<file path="config.mk">
export PLATFORM = sky130hd
export DESIGN_NAME = nibble_timer_ctrl_flat
export DESIGN_NICKNAME = d
export VERILOG_FILES = /design/src/rtl/nibble_timer_ctrl_pkg.sv /design/src/rtl/nibble_timer_ctrl_if.sv /design/src/rtl/nibble_timer_ctrl_down_counter.sv /design/src/rtl/nibble_timer_ctrl.sv /design/src/flat_wrapper.sv
export SDC_FILE = /design/constraint.sdc
export NUM_CORES = 1
export LEC_CHECK = 0
export CAP_MARGIN = 15
export CORE_UTILIZATION = 30
export DETAILED_ROUTE_END_ITERATION = 16
export SETUP_SLACK_MARGIN = 0.15
export SYNTH_ARGS = -nofsm -noshare
export SYNTH_HDL_FRONTEND = slang
export SYNTH_HIERARCHICAL = 1
export SYNTH_SLANG_ARGS = --single-unit
</file>
<file path="constraint.sdc">
create_clock -name clk -period 5 [get_ports clk]
set_input_delay 0.75 -clock clk [delete_from_list [all_inputs] [get_ports clk]]
set_output_delay 0.75 -clock clk [all_outputs]
set_load 0.01 [all_outputs]
</file>
<file path="src/rtl/nibble_timer_ctrl_pkg.sv">
// Shared constants for the nibble timer controller: FSM encoding, slice width
// and the prescaler width helper.
package nibble_timer_ctrl_pkg;

    localparam int unsigned SLICE_W = 4;

    localparam logic [1:0] IDLE  = 2'd0;
    localparam logic [1:0] RUN   = 2'd1;
    localparam logic [1:0] PAUSE = 2'd2;

    function automatic int unsigned clog2(input int unsigned v);
        int unsigned r;
        r = 0;
        while ((64'd1 << r) < 64'(v)) r++;
        return r;
    endfunction

endpackage

</file>
<file path="src/rtl/nibble_timer_ctrl_if.sv">
// Control/status bundle between a timer client and nibble_timer_ctrl.
interface nibble_timer_ctrl_if #(
    parameter int N_SLICES = 4
);
    import nibble_timer_ctrl_pkg::*;

    localparam int W = SLICE_W * N_SLICES;

    logic         start;
    logic         stop;
    logic         pause;
    logic         auto_reload;
    logic [W-1:0] period;
    logic [W-1:0] count;
    logic         busy;
    logic         paused;
    logic         done;

    modport master (
        output start, stop, pause, auto_reload, period,
        input  count, busy, paused, done
    );

    modport slave (
        input  start, stop, pause, auto_reload, period,
        output count, busy, paused, done
    );

endinterface

</file>
<file path="src/rtl/nibble_timer_ctrl_down_counter.sv">
// One 4-bit down-counter slice with load and a ripple borrow toward the next slice.
module nibble_down_counter
    import nibble_timer_ctrl_pkg::*;
(
    input  logic               clk,
    input  logic               rst,
    input  logic               load,
    input  logic [SLICE_W-1:0] d,
    input  logic               en,
    input  logic               borrow_in,
    output logic [SLICE_W-1:0] q,
    output logic               borrow_out
);

    always_ff @(posedge clk) begin
        if (rst) begin
            q <= '0;
        end else if (load) begin
            q <= d;
        end else if (en) begin
            q <= q - 1'b1;
        end
    end

    assign borrow_out = borrow_in & (q == '0);

endmodule

</file>
<file path="src/rtl/nibble_timer_ctrl.sv">
// Interval timer: FSM, prescaler and expiry detect driving a chain of
// nibble_down_counter slices that hold the remaining count.
module nibble_timer_ctrl
    import nibble_timer_ctrl_pkg::*;
#(
    parameter int N_SLICES = 4,
    parameter int PRESCALE = 1
) (
    input  logic clk,
    input  logic rst,
    nibble_timer_ctrl_if.slave bus
);

    localparam int W  = SLICE_W * N_SLICES;
    localparam int PW = (clog2(PRESCALE) < 1) ? 1 : int'(clog2(PRESCALE));
    localparam logic [PW-1:0] PRE_LAST = PW'(PRESCALE - 1);

    logic [1:0]      state, state_nxt;
    logic [PW-1:0]   presc, presc_nxt;
    logic [W-1:0]    period_q;
    logic            reload_q;
    logic            done_q, done_nxt;
    logic            busy_q, paused_q;

    logic [W-1:0]    count_q;
    logic            tick, cnt_is_one, expire;
    logic            slice_load;
    logic [W-1:0]    slice_d;
    logic [N_SLICES:0] borrow;

    // Leaving PAUSE with pause low still counts as a qualified cycle, so a
    // pause of N cycles shifts expiry by exactly N.
    assign tick       = (state != IDLE) && !bus.pause && (presc == PRE_LAST);
    assign cnt_is_one = (count_q == W'(1));
    assign expire     = tick && cnt_is_one;

    always_comb begin
        state_nxt = state;
        presc_nxt = presc;
        done_nxt  = 1'b0;
        if (bus.stop) begin
            state_nxt = IDLE;
            presc_nxt = '0;
        end else if (bus.start) begin
            state_nxt = bus.pause ? PAUSE : RUN;
            presc_nxt = '0;
        end else if (state != IDLE) begin
            if (bus.pause) begin
                state_nxt = PAUSE;
            end else begin
                state_nxt = RUN;
                presc_nxt = tick ? '0 : presc + 1'b1;
                if (expire) begin
                    done_nxt = 1'b1;
                    if (!reload_q) state_nxt = IDLE;
                end
            end
        end
    end

    always_ff @(posedge clk) begin
        if (rst) begin
            state    <= IDLE;
            presc    <= '0;
            period_q <= '0;
            reload_q <= 1'b0;
            done_q   <= 1'b0;
            busy_q   <= 1'b0;
            paused_q <= 1'b0;
        end else begin
            state    <= state_nxt;
            presc    <= presc_nxt;
            done_q   <= done_nxt;
            busy_q   <= (state_nxt != IDLE);
            paused_q <= (state_nxt == PAUSE);
            if (!bus.stop && bus.start) begin
                period_q <= bus.period;
                reload_q <= bus.auto_reload;
            end
        end
    end

    // Loads cover stop/start/expiry; a load overrides the decrement in each slice.
    assign slice_load = bus.stop | bus.start | expire;

    always_comb begin
        slice_d = '0;
        if (bus.stop) begin
            slice_d = '0;
        end else if (bus.start) begin
            slice_d = bus.period;
        end else if (reload_q) begin
            slice_d = period_q;
        end
    end

    assign borrow[0] = tick & ~cnt_is_one;

    for (genvar k = 0; k < N_SLICES; k++) begin : g_slice
        nibble_down_counter u_slice (
            .clk        (clk),
            .rst        (rst),
            .load       (slice_load),
            .d          (slice_d[k*SLICE_W +: SLICE_W]),
            .en         (borrow[k]),
            .borrow_in  (borrow[k]),
            .q          (count_q[k*SLICE_W +: SLICE_W]),
            .borrow_out (borrow[k+1])
        );
    end

    assign bus.count  = count_q;
    assign bus.busy   = busy_q;
    assign bus.paused = paused_q;
    assign bus.done   = done_q;

endmodule

</file>
<file path="src/flat_wrapper.sv">
// flat-port wrapper written by rule: the top's interface ports become plain ports
module nibble_timer_ctrl_flat import nibble_timer_ctrl_pkg::*;
#(
    parameter int N_SLICES = 4,
    parameter int PRESCALE = 1
)
  (clk, rst, bus_start, bus_stop, bus_pause, bus_auto_reload, bus_period, bus_count, bus_busy, bus_paused, bus_done);
  nibble_timer_ctrl_if #(.N_SLICES(N_SLICES)) bus_i ();
  input  logic clk;
  input  logic rst;
  input wire logic [$bits(bus_i.start)-1:0] bus_start;
  input wire logic [$bits(bus_i.stop)-1:0] bus_stop;
  input wire logic [$bits(bus_i.pause)-1:0] bus_pause;
  input wire logic [$bits(bus_i.auto_reload)-1:0] bus_auto_reload;
  input wire logic [$bits(bus_i.period)-1:0] bus_period;
  output wire logic [$bits(bus_i.count)-1:0] bus_count;
  output wire logic [$bits(bus_i.busy)-1:0] bus_busy;
  output wire logic [$bits(bus_i.paused)-1:0] bus_paused;
  output wire logic [$bits(bus_i.done)-1:0] bus_done;
  assign bus_i.start = bus_start;
  assign bus_i.stop = bus_stop;
  assign bus_i.pause = bus_pause;
  assign bus_i.auto_reload = bus_auto_reload;
  assign bus_i.period = bus_period;
  assign bus_count = bus_i.count;
  assign bus_busy = bus_i.busy;
  assign bus_paused = bus_i.paused;
  assign bus_done = bus_i.done;
  nibble_timer_ctrl #(.N_SLICES(N_SLICES), .PRESCALE(PRESCALE)) u_core (.clk(clk), .rst(rst), .bus(bus_i));
endmodule
</file>
==> key figures, run 1 <==
Floorplanning
  – I/O Pins: 41
  – Die height: 85.63 um
  – Placeable core region: 6756 um^2
  – Die Wd: 85.63 um
  – Starting Density: 0.3106
  – Die footprint: 7333 um^2
  – Row cnt: 30

Timing
  – Fin crit share: 0.6879
  – Final Max Tran Viols: 0
  – Slew headroom: 0.3891
  – Final Hold Fails: 0
  – RSZ-0062 raised after global routing: no
  – Fin crit period: 3.440 ns
  – TNS Setup: 0 ns
  – Least-Margin Pin Slew: 0.9122 ns
  – Fmax: 290.7 MHz
  – Final Setup Violations: 0
  – Clk_skew: 0.006901 ns

Clock tree
  – Worst-Skew Late Latency: 0.29 ns
  – Clock slew at reported path FFs: 0.08 ns
  – PostCTS Resize Cnt: 0
  – CTS tree: done
  – # clock sinks: 39
  – Clock buffer depth: 2
  – Hold_buf cts: 0
  – Htree depth: 2
  – Inserted Clock Buffers: 5
  – Root Driver: clkbuf_8
  – Post-CTS Setup Inserts: 0

Drt
  – Mean number of vias per cell: 4.746
  – # DRC: 0
  – Mean routed wirelength per cell: 12.56 um
  – Antenna-violating nets left: 0
  – Drt pass-1 iters: 7
  – Final wirelength: 4458 um
  – Vias: 1685
  – DR iter-0 viols: 112

Setup path
  – Critical Path, Cell by Cell: clkdlybuf4s50_1 > o21bai_2 > nor3_1 > buf_4 > nand2_1 > nor3_1 > buf_4 > nand2_1 > nor3_1 > buf_4 > nand2_1 > nor3_1 > nor4b_4 > xor2_1 > o21a_1
  – Slowest stage cell, crit path: nor3_1
  – Setup crit end kind: flop
  – Cell family with most CP delay: simple AND/OR/NAND/NOR gates
  – Crit path buf inv count: 4
  – Reg2reg end: u_core/g_slice[3].u_slice/q[3]
  – Critical Path RT: 5.19 ns
  – Setup crit start kind: primary input
  – Setup CP Type: in2reg
  – Reg2Reg Launch Point: u_core/g_slice[0].u_slice/q[2]
  – Register-to-Register Path Depth: 15
  – Crit Path Max Fanout: 6
  – Delay of the slowest critical-path stage: 0.46 ns
  – Data arrival, critical path: 3.63 ns
  – R2r setup slk: 1.96 ns
  – Most used cell, CP: nor3_1

Pwr
  – Worst vdd ir: 0.09217 mV
  – Pwr dens: 266.7 nW/um^2
  – Final Power: 0.7158 mW
  – LEAKAGE: 1.002 nW

Yosys
  – Synth Instances: 234
  – Ys Warns: 6
  – Synthesized area per cell: 8.967 um^2
  – Syn_nets: 264
  – Synthesized cell area: 2098 um^2

Worst hold path
  – Hold depth: 2
  – Worst hold endpoint: u_core/period_q[8]
  – Hold Crit Class: reg2reg
  – HP Start: u_core/period_q[8]

GRT
  – Total gr overflow: 0
  – First-pass GRT wire length: 7424 um
  – All-Layer GR Usage: 0.1304
  – Largest net degree at the start of global routing: 29
  – Initial antenna violation count: 0
  – Vias in the first global route: 1560

Finish
  – Syn-to-layout area delta: 27.91%
  – ANT cells: 0
  – Share of cells above drive strength 1: 0.1273
  – Nets: 304

Flow run
  – Max Cap Violations: 0

Placed design
  – RePlAce Congestion: 0.7705
  – Hpwl dp: 3280 um
  – Port Buffers: 40

Status
  – Status: completed
-- state kept, by name (all words and copies together) (netlist names) --
signal / count
u_core/period_q: 16
u_core/bus.done: 1
u_core/g_slice.u_slice/q: 16
u_core/reload_q: 1
u_core/state: 2
u_core/bus.busy: 1
u_core/bus.paused: 1
u_core/presc: 1
-- placed cells by master (no fill, tap or decap) --
master / instances
a211o_2: 4
a211oi_2: 1
a21oi_1: 30
a22o_1: 16
and2_4: 1
and3_1: 1
and4_1: 1
buf_4: 6
buf_8: 1
bufinv_16: 1
clkbuf_8: 6
clkdlybuf4s50_1: 40
clkinv_2: 1
dfxtp_1: 39
ha_1: 8
inv_1: 17
mux2i_1: 4
nand2_1: 45
nand2b_1: 1
nand4_1: 1
nor2_1: 11
nor2b_2: 1
nor3_1: 6
nor4_2: 3
nor4_4: 1
nor4b_2: 2
nor4b_4: 4
o21a_1: 8
o21bai_2: 1
o31ai_4: 1
or3_4: 1
xnor2_1: 4
xor2_1: 8
-- routing by layer --
layer | track usage | part of all wire | vias up
met4 | 0.05455 | 0.017 | 0
met1 | 0.1726 | 0.49 | 777
met5 | 0 | 0 | -
met2 | 0.2036 | 0.46 | 26
met3 | 0.03080 | 0.035 | 5
li1 | - | - | 877
-- worst min-delay path: stages, from the launching register on --
cell and delay, ns:
dfxtp_1 0.31, nand2_1 0.05, a21oi_1 0.05
-- worst max-delay path by stage --
stage / from / to / cells past startpoint
2_1_floorplan: bus_pause / u_core/g_slice[3].u_slice/q[3] / 11
3_3_place_gp: bus_pause / u_core/g_slice[3].u_slice/q[3] / 15
3_5_place_dp: bus_pause / u_core/g_slice[3].u_slice/q[3] / 15
4_1_cts: bus_pause / u_core/g_slice[3].u_slice/q[3] / 15
5_1_grt: bus_pause / u_core/g_slice[3].u_slice/q[3] / 15
6_report: bus_pause / u_core/g_slice[3].u_slice/q[3] / 15
-- layout make-up --
type	count	area, um^2
Clock buffer	6	82.58
Clock inverter	2	35.03
Fill cell	713	4073
Inverter	17	63.81
Multi-Input combinational cell	164	1161
Sequential cell	39	780.7
Tap cell	80	100.1
Timing Repair Buffer	47	460.4
-- per-stage QoR --
step	worst slack (ns)	std cells	hold slack [ns]	area [um^2]	util
after floorplan	1.437	234	0.4334	2098	-
after global placement	1.277	346	0.4413	2551	0.3776
after detailed placement	1.186	346	0.4465	2551	0.3776
after CTS	1.497	354	0.4567	2669	0.3950
after global routing	1.297	355	0.4817	2684	0.3972
final	1.560	355	0.4548	2684	0.3972
-- report_power, final --
group,switching (mW),leakage (nW),internal (mW)
combinational,0.0481,0.623,0.0567
sequential,0.0147,0.319,0.324
clock,0.111,0.0612,0.162
total,0.174,1.00,0.542
No activity file was read; power rests on OpenSTA's default activity.
==> inputs of run 2 (changes only) <==
==> constraint.sdc (replaced) <==
create_clock -name clk -period 3.2 [get_ports clk]
set_input_delay 0.48 -clock clk [delete_from_list [all_inputs] [get_ports clk]]
set_output_delay 0.48 -clock clk [all_outputs]
set_load 0.01 [all_outputs]
==> run 2 against run 1 <==
Net effect: combinational power up 56%; clock-buffer cell count unchanged; sequential cell count unchanged; final cell count up 0.28%; sequential share of layout area down 0.32 points; wire length up 0.13%; utilization up 0.44 points; register-to-register slack worse by 1.2 ns; worst setup slack worse by 0.90 ns; critical path type unchanged.
==> key figures, run 2 (synthesized netlist as in run 1, its figures left out) <==
Floorplanning
  – Placeable core region: 6756 um^2 (unchanged)
  – Row cnt: 30 (unchanged)
  – Starting Density: 0.3106 (unchanged)
  – Die Wd: 85.63 um (unchanged)
  – Die height: 85.63 um (unchanged)
  – I/O Pins: 41 (unchanged)
  – Die footprint: 7333 um^2 (unchanged)

Drt
  – Final wirelength: 4464 um (was 4458 um)
  – Drt pass-1 iters: 4 (was 7)
  – Antenna-violating nets left: 0 (unchanged)
  – DR iter-0 viols: 40 (was 112)
  – Mean number of vias per cell: 4.674 (was 4.746)
  – Mean routed wirelength per cell: 12.54 um (was 12.56 um)
  – Vias: 1664 (was 1685)
  – # DRC: 0 (unchanged)

Setup path
  – Critical Path, Cell by Cell: clkdlybuf4s50_1 > o21bai_2 > nor3_2 > nand2_1 > nor3_2 > nand2_1 > nor3_2 > nand2_1 > nor3_1 > buf_4 > nor4b_4 > xor2_1 > o21a_1 (was clkdlybuf4s50_1 > o21bai_2 > nor3_1 > buf_4 > nand2_1 > nor3_1 > buf_4 > nand2_1 > nor3_1 > buf_4 > nand2_1 > nor3_1 > nor4b_4 > xor2_1 > o21a_1)
  – Setup crit start kind: primary input (unchanged)
  – Delay of the slowest critical-path stage: 0.45 ns (was 0.46 ns)
  – Slowest stage cell, crit path: clkdlybuf4s50_1 (was nor3_1)
  – Register-to-Register Path Depth: 13 (was 15)
  – WP depth: 13 (was 15)
  – Crit path buf inv count: 2 (was 4)
  – Capture point of the worst path: u_core/g_slice[3].u_slice/q[3] (unchanged)
  – Critical Path RT: 3.39 ns (was 5.19 ns)
  – R2r setup slk: 0.75 ns (was 1.96 ns)
  – Setup crit end kind: flop (unchanged)
  – Cell family with most CP delay: simple AND/OR/NAND/NOR gates (unchanged)
  – Crit Path Max Fanout: 5 (was 6)
  – Setup CP Type: in2reg (unchanged)
  – Data arrival, critical path: 2.73 ns (was 3.63 ns)
  – Reg2Reg Launch Point: u_core/g_slice[0].u_slice/q[2] (unchanged)
  – Reg2reg end: u_core/g_slice[3].u_slice/q[3] (unchanged)
  – Crit path launch: bus_pause (unchanged)

Finish
  – Seq. cell area: 780.7 um^2 (unchanged)
  – Commonest non-fill, non-tap cell in the layout: nand2_1 (unchanged)
  – ANT cells: 0 (unchanged)
  – Post-layout util: 0.4017 (was 0.3972)
  – Share of cells above drive strength 1: 0.1377 (was 0.1273)
  – Leading cell types in the layout, fill and taps excluded: 45 x nand2_1, 40 x clkdlybuf4s50_1, 39 x dfxtp_1 (unchanged)
  – Filler cell count: 684 (was 713)
  – Multi-input gate area: 1176 um^2 (was 1161 um^2)
  – Nets: 305 (was 304)
  – Largest registers: u_core/g_slice.u_slice/q: 16 flops, u_core/period_q: 16 flops, u_core/state: 2 flops (unchanged)
  – Syn-to-layout area delta: 29.34% (was 27.91%)

Pwr
  – Int Pwr: 0.9059 mW (was 0.5419 mW)
  – LEAKAGE: 1.017 nW (was 1.002 nW)
  – Switching power: 0.2752 mW (was 0.1738 mW)
  – Sw Ratio: 0.2330 (was 0.2429)
  – Comb power frac: 0.139 (was 0.146)
  – Seq pwr share: 0.448 (was 0.473)
  – Worst vdd ir: 0.1727 mV (was 0.09217 mV)
  – Pwr dens: 435.2 nW/um^2 (was 266.7 nW/um^2)
  – Clk network pwr share: 0.413 (was 0.381)

Clock tree
  – Worst-Skew Late Latency: 0.29 ns (about the same)
  – Root Driver: clkbuf_8 (unchanged)
  – Hold_buf cts: 0 (unchanged)
  – Post-CTS Setup Inserts: 0 (unchanged)
  – Clock slew at reported path FFs: 0.08 ns (about the same)
  – Clock buffer depth: 2 (unchanged)
  – PostCTS Resize Cnt: 0 (unchanged)
  – Htree depth: 2 (unchanged)
  – # clock sinks: 39 (unchanged)
  – Inserted Clock Buffers: 5 (unchanged)
  – CTS tree: done (unchanged)

GRT
  – Met2 Track Usage GR: 0.2036 (unchanged)
  – Total gr overflow: 0 (unchanged)
  – Met3 Use GR: 0.03465 (was 0.03080)
  – Global route hottest layer: met2 (unchanged)
  – Met1 Use GR: 0.1783 (was 0.1726)
  – All-Layer GR Usage: 0.1340 (was 0.1304)
  – Initial antenna violation count: 0 (unchanged)
  – Vias in the first global route: 1606 (was 1560)
  – First-pass GRT wire length: 7686 um (was 7424 um)
  – Largest net degree at the start of global routing: 35 (was 29)

Timing
  – Fin crit period: 2.541 ns
  – Clk_skew: 0.006424 ns (was 0.006901 ns)
  – Fmax: 393.6 MHz
  – TNS Setup: 0 ns (unchanged)
  – Fin crit share: 0.7940
  – PnR worst setup slack: 0.6593 ns (was 1.560 ns)
  – Final Setup Violations: 0 (unchanged)
  – Least-Margin Pin Slew: 0.6480 ns (was 0.9122 ns)
  – RSZ-0062 raised after global routing: no (unchanged)
  – Final Hold Fails: 0 (unchanged)
  – Final Max Tran Viols: 0 (unchanged)
  – Slew headroom: 0.5680 (was 0.3891)

Worst hold path
  – HP Start: u_core/period_q[8] (unchanged)
  – Hold depth: 2 (unchanged)
  – Hold Crit Class: reg2reg (unchanged)

Placed design
  – Place WS: 0.3128 ns (was 1.186 ns)
  – RePlAce Congestion: 0.7473 (was 0.7705)
  – Hpwl dp: 3275 um (was 3280 um)
  – Port Buffers: 40 (unchanged)

Status
  – Status: completed (unchanged)

Flow run
  – Max Cap Violations: 0 (unchanged)
run 2: power groups by stage:
stage               combinational (mW)  sequential, mW  clock [mW]
floorplan                       0.0922           0.542           0
global placement                 0.164           0.541           0
detailed placement               0.165           0.541           0
CTS                              0.166           0.530       0.501
global route                     0.182           0.533       0.521
finish                           0.164           0.529       0.488
run 2: how the worst min path moves through the flow:
stage | slack (ns) | end
detailed placement | 0.45 | u_core/period_q[13]
finish | 0.46 | u_core/period_q[8]
global placement | 0.44 | u_core/period_q[5]
floorplan | 0.43 | u_core/period_q[10]
global route | 0.48 | u_core/period_q[4]
CTS | 0.46 | u_core/period_q[4]
run 2: per-stage QoR:
| step | instance area [um^2] | power (mW) | cells | hold slack, ns |
|---|---|---|---|---|
| final | 2714 | 1.181 | 356 | 0.4554 |
| after global routing | 2714 | 1.236 | 356 | 0.4757 |
| after CTS | 2714 | 1.197 | 356 | 0.4567 |
| after detailed placement | 2581 | 0.7059 | 348 | 0.4462 |
| after global placement | 2581 | 0.7045 | 348 | 0.4410 |
| after floorplan | 2113 | 0.6337 | 234 | 0.4334 |
run 2: worst reg2reg max path: stages, from the launching register on:
cell	delay [ns]
dfxtp_1	0.52
nor4_2	0.11
and4_1	0.26
nor3_2	0.17
nand2_1	0.09
nor3_2	0.13
nand2_1	0.08
nor3_2	0.13
nand2_1	0.08
nor3_1	0.14
buf_4	0.16
nor4b_4	0.20
xor2_1	0.10
o21a_1	0.17
run 2: layer usage:
metal  routed length (um)  part of all wire
met5                    0                 0
met4                  114             0.026
met3                  137             0.031
met2                 2049              0.46
met1                 2164              0.48
run 2: layout make-up:
class | instances | share of cell area
Clock inverter | 2 | 0.02213
Sequential cell | 39 | 0.2877
Tap cell | 80 | 0.03688
Inverter | 17 | 0.02351
Multi-Input combinational cell | 164 | 0.4334
Clock buffer | 6 | 0.02674
Timing Repair Buffer | 48 | 0.1697
